`src/rtl/uart_tx_serializer.sv`:
```
// RS-232 transmit serializer: start bit, 8 data bits LSB first, optional parity, 1-2 stop bits.
// Every output comes from a flop so the line never glitches on state changes.
module uart_tx_serializer #(
  parameter int CLKS_PER_BIT = 434,
  parameter int PARITY_EN    = 0,
  parameter int PARITY_ODD   = 0,
  parameter int STOP_BITS    = 1
) (
  input  logic       iClock,
  input  logic       iReset,
  input  logic [7:0] iData,
  input  logic       iTxSend,
  output logic       oTx,
  output logic       oTxBusy,
  output logic       oTxDone
);

  localparam logic [15:0] LAST_CNT  = 16'(CLKS_PER_BIT - 1);
  localparam logic        ODD       = 1'(PARITY_ODD);
  localparam logic        HAS_PAR   = (PARITY_EN != 0);
  localparam logic        LAST_STOP = 1'(STOP_BITS - 1);

  typedef enum logic [2:0] {IDLE, START, DATA, PARITY, STOP} state_t;

  state_t      r_state;
  logic [15:0] r_baud;
  logic [2:0]  r_bit;
  logic        r_stop;
  logic [7:0]  r_shift;
  logic        r_par;
  logic        w_tick;

  assign w_tick = (r_baud == LAST_CNT);

  always_ff @(posedge iClock) begin
    if (iReset) begin
      r_state <= IDLE;
      r_baud  <= '0;
      r_bit   <= '0;
      r_stop  <= 1'b0;
      r_shift <= '0;
      r_par   <= 1'b0;
      oTx     <= 1'b1;
      oTxBusy <= 1'b0;
      oTxDone <= 1'b0;
    end else begin
      oTxDone <= 1'b0;
      if (r_state != IDLE)
        r_baud <= w_tick ? '0 : r_baud + 16'd1;
      case (r_state)
        IDLE: begin
          oTx     <= 1'b1;
          oTxBusy <= 1'b0;
          if (iTxSend) begin
            // Parity is taken from the byte as accepted; later iData changes are irrelevant.
            r_shift <= iData;
            r_par   <= (^iData) ^ ODD;
            r_baud  <= '0;
            r_bit   <= '0;
            r_stop  <= 1'b0;
            oTx     <= 1'b0;
            oTxBusy <= 1'b1;
            r_state <= START;
          end
        end
        START: if (w_tick) begin
          oTx     <= r_shift[0];
          r_shift <= r_shift >> 1;
          r_bit   <= '0;
          r_state <= DATA;
        end
        DATA: if (w_tick) begin
          if (r_bit == 3'd7) begin
            if (HAS_PAR) begin
              oTx     <= r_par;
              r_state <= PARITY;
            end else begin
              oTx     <= 1'b1;
              r_state <= STOP;
            end
          end else begin
            r_bit   <= r_bit + 3'd1;
            oTx     <= r_shift[0];
            r_shift <= r_shift >> 1;
          end
        end
        PARITY: if (w_tick) begin
          oTx     <= 1'b1;
          r_state <= STOP;
        end
        STOP: if (w_tick) begin
          if (r_stop == LAST_STOP) begin
            oTxBusy <= 1'b0;
            oTxDone <= 1'b1;
            r_state <= IDLE;
          end else begin
            r_stop <= r_stop + 1'b1;
          end
        end
        default: r_state <= IDLE;
      endcase
    end
  end

endmodule

```
`config.mk`:
```
export PLATFORM = sky130hd
export DESIGN_NAME = uart_tx_serializer
export DESIGN_NICKNAME = d
export VERILOG_FILES = /design/src/rtl/uart_tx_serializer.sv
export SDC_FILE = /design/constraint.sdc
export NUM_CORES = 1
export LEC_CHECK = 0
export ABC_AREA = 1
export BUFFER_PORTS_ARGS = -buffer_cell sky130_fd_sc_hd__buf_4
export CAP_MARGIN = 20
export CORE_ASPECT_RATIO = 1.25
export CORE_MARGIN = 5
export CORE_UTILIZATION = 40
export CTS_BUF_LIST = sky130_fd_sc_hd__clkbuf_4 sky130_fd_sc_hd__clkbuf_8 sky130_fd_sc_hd__clkbuf_16
export CTS_CLUSTER_SIZE = 14
export DETAILED_ROUTE_END_ITERATION = 12
export PLACE_DENSITY_LB_ADDON = 0.15
export SYNTH_ARGS = -nofsm -noshare
export SYNTH_HDL_FRONTEND = slang
export SYNTH_SLANG_ARGS = --single-unit
```
`constraint.sdc`:
```
create_clock -name iClock -period 1.7 [get_ports iClock]
set_input_delay 0.34 -clock iClock [delete_from_list [all_inputs] [get_ports iClock]]
set_output_delay 0.34 -clock iClock [all_outputs]
set_load 0.01 [all_outputs]
```
==> flow_summary.toml <==
[worst_setup_path]
reg2reg_depth = 8
crit_top_cell = "nand2_2"
slowest_delay_ns = 0.39
crit_type = "flip-flop to flip-flop"
path_cells = "ha_1 -> nand3_1 -> nor2_1 -> nand2_2 -> nand2_8 -> nand2_2 -> nand2_1 -> a21oi_1"
r2r_end = "r_shift[7]"
worst-path-buf-inv = 0
cp_max_fo = 14
cpMaxStageDelayCell = "dfxtp_1"
path_delay_family = "simple AND/OR/NAND/NOR gates"
required_ns = 1.88
cp_data_arrival_time_ns = 1.69
worstSetupStartpointType = "flip-flop"
r2r_slack_ns = 0.18
critPathCaptureType = "flip-flop"
worstReg2RegStart = "r_baud[0]"

[synth]
ys_seq_area_share_pct = 34.35
synth_top_cell_by_area = "dfxtp_1"
synthesis.area_um2 = 1923
ys_warn_count = 0
synth_top_area_share_pct = 34.35
synth_nets = 318
syn_avg_cell_area_um2 = 6.347
synth_cells = 303
synth_seq_cells = 33
yosysUniqueCellTypes = 28
synth_area_leaders = "dfxtp_1 (34%), nand2_1 (18%), nand3_1 (11%), a21oi_1 (7.8%), nor2_1 (6.4%)"

[power_and_ir_drop]
p_seq_share_pct = 32.0
power.switching_mw = 1.309
leakagePower_nw = 1.018
p_comb_share_pct = 43.3
switching_share_pct = 40.16
irDropWorstVdd_v = 0.0006120
intPower_mw = 1.951
powerDensity_nw_per_um2 = 1437
power.share.clock_pct = 24.6

[min_path]
hold_class = "primary input to flip-flop"
hold_path_depth = 3
hp-start = "iData[7]"
holdPathEnd = "r_shift[7]"

[run_status]
status = "finished clean"

[global_routing]
grt_max_degree = 24
globalRouteOverflowTotal = 0
grt_pass1_wl_mm = 8.038
grt_usage_pct = 15.91
grt_pass1_vias = 1875
antenna_found_initial = 0

[place]
hpwl_mm = 3.245
gp_congestion = 0.8603
port_buffers = 13

[detailed_routing]
wl_mm = 4.546
drt_pass1_iterations = 5
detail-route-antenna-nets = 0
dr.first_iter.drc_count = 77
num_vias = 1918
wire_per_inst_um = 11.69
drc = 0
routed_via_density = 4.931

[clocking]
tritoncts = "built"
insertion_delay_ns = 0.29
path_clk_slew_ns = 0.07
cts_sinks = 33
cts_buffers = 5
cts_root_buf = "clkbuf_8"
cts_max_level = 2
clockBufferDepth = 2
cts_hold_buf = 0

[finish]
diodes = 0
area_growth_syn_to_layout_pct = 17.96
nets = 343
drive_gt1_share_pct = 14.29

[die]
dieArea_um2 = 6303
core_area_um2 = 4695
die_w_um = 72.02
start_util_pct = 40.96
rows = 28
io_pins = 14
die_h_um = 87.52

[sta]
fin_crit_sh_pct = 89.12
fin_crit_ns = 1.515
clock.fmax_mhz = 660.1
grt_setup_unrepaired = "no"
maxSlewHeadroom_pct = 75.63
hold_viol_final = 0
finalSetupViolCount = 0
slew_violations = 0
fin_tns_setup_ns = 0
holdWs_ns = 0.3422
finalClockSkew_ns = 0.005790
tightest_slew_ns = 0.3641

[run]
max_cap_viol_count = 0
per-stage QoR:
stage	worst slack (ns)	utilization [%]	power, mW	cell area (µm²)	std cells
4_1_cts	0.1071	47.49	3.209	2230	385
6_report	0.1850	48.32	3.260	2268	389
3_5_place_dp	0.1133	44.94	2.405	2110	377
3_3_place_gp	0.1267	44.94	2.396	2110	377
2_1_floorplan	0.3124	-	2.101	1923	303
5_1_grt	0.01321	48.32	3.544	2268	389
synthesized netlist by cell type (all sizes together):
| library cell | count |
|---|---|
| xor2 | 1 |
| a21o | 1 |
| a21oi | 30 |
| dfxtp | 33 |
| o21ai | 6 |
| nand3b | 2 |
| nand2 | 100 |
| o21bai | 1 |
| clkbuf | 3 |
| buf | 4 |
| nand3 | 42 |
| nor3 | 1 |
| nor2 | 37 |
| inv | 28 |
| clkinv | 2 |
| ha | 4 |
| o21a | 1 |
| xnor2 | 2 |
| nand4 | 5 |
final cells by class:
class,count,area (µm²)
Tap cell,60,75.07
Sequential cell,33,660.6
Clock inverter,1,30.03
Inverter,30,112.6
Fill cell,516,2426
Clock buffer,7,90.09
Multi-Input combinational cell,233,1112
Timing Repair Buffer,25,187.7
cells in the final DEF (no fill, tap or decap), drive strengths merged:
master / Yosys / final
nand4: 5 / 5
nor3: 1 / 1
buf: 4 / 25
clkbuf: 3 / 7
nand3b: 2 / 2
a21o: 1 / 1
a21oi: 30 / 30
ha: 4 / 4
nor2: 37 / 37
o21bai: 1 / 1
nand2: 100 / 100
o21a: 1 / 1
inv: 28 / 28
nand3: 42 / 42
bufinv: 0 / 1
o21ai: 6 / 6
xor2: 1 / 1
xnor2: 2 / 2
dfxtp: 33 / 33
clkinv: 2 / 2
power groups by stage:
stage	Sequential (mW)	Clock (mW)	Combinational (mW)
6_report	1.04	0.803	1.41
5_1_grt	1.07	0.847	1.63
4_1_cts	1.05	0.816	1.35
3_5_place_dp	1.06	0	1.35
3_3_place_gp	1.06	0	1.34
2_1_floorplan	1.04	0	1.06
what timing repair did:
item / 4_1_cts / 5_1_grt
resized for setup: 0 / 1
setup buffers: 0 / 4
endpoints found under the setup margin: 0 / 8
sequential cells by signal, summed over array words and instances, names as in the netlist:
name,count
r_bit,3
r_baud,16
oTx,1
r_state,3
oTxBusy,1
oTxDone,1
r_shift,8
worst min-delay path: cells and delay by family:
kind	cells	cell delay, ns
AOI/OAI and AO/OA	1	0.06
and+or+nand+nor	1	0.08
buffers and inverters	1	0.11
kinds of logic after synthesis:
family | synth area share [%]
adder cells (fa/ha/maj) | 2.603
buffers and inverters | 8.263
AND/OR/NAND/NOR | 42.68
flip-flops | 34.35
XOR/XNOR | 1.367
AO/OA/AOI/OAI | 10.74
worst max-delay path by stage:
stage / start / to / slack (ns) / depth (start not counted)
floorplan: r_bit[0] / r_shift[5] / 0.31 / 8
global placement: r_baud[0] / r_shift[7] / 0.13 / 8
detailed placement: r_baud[0] / r_shift[2] / 0.11 / 8
CTS: r_baud[0] / r_shift[7] / 0.11 / 8
global route: r_baud[1] / r_shift[7] / 0.01 / 9
finish: r_baud[0] / r_shift[7] / 0.18 / 8
per-layer routing:
metal	vias up	track usage, %	routed length (µm)
li1	1024	-	-
met1	849	17.68	1990
met2	35	29.26	2306
met3	10	3.349	151
met4	0	6.325	98
met5	-	0	0
(Power assumes the default switching activity.)
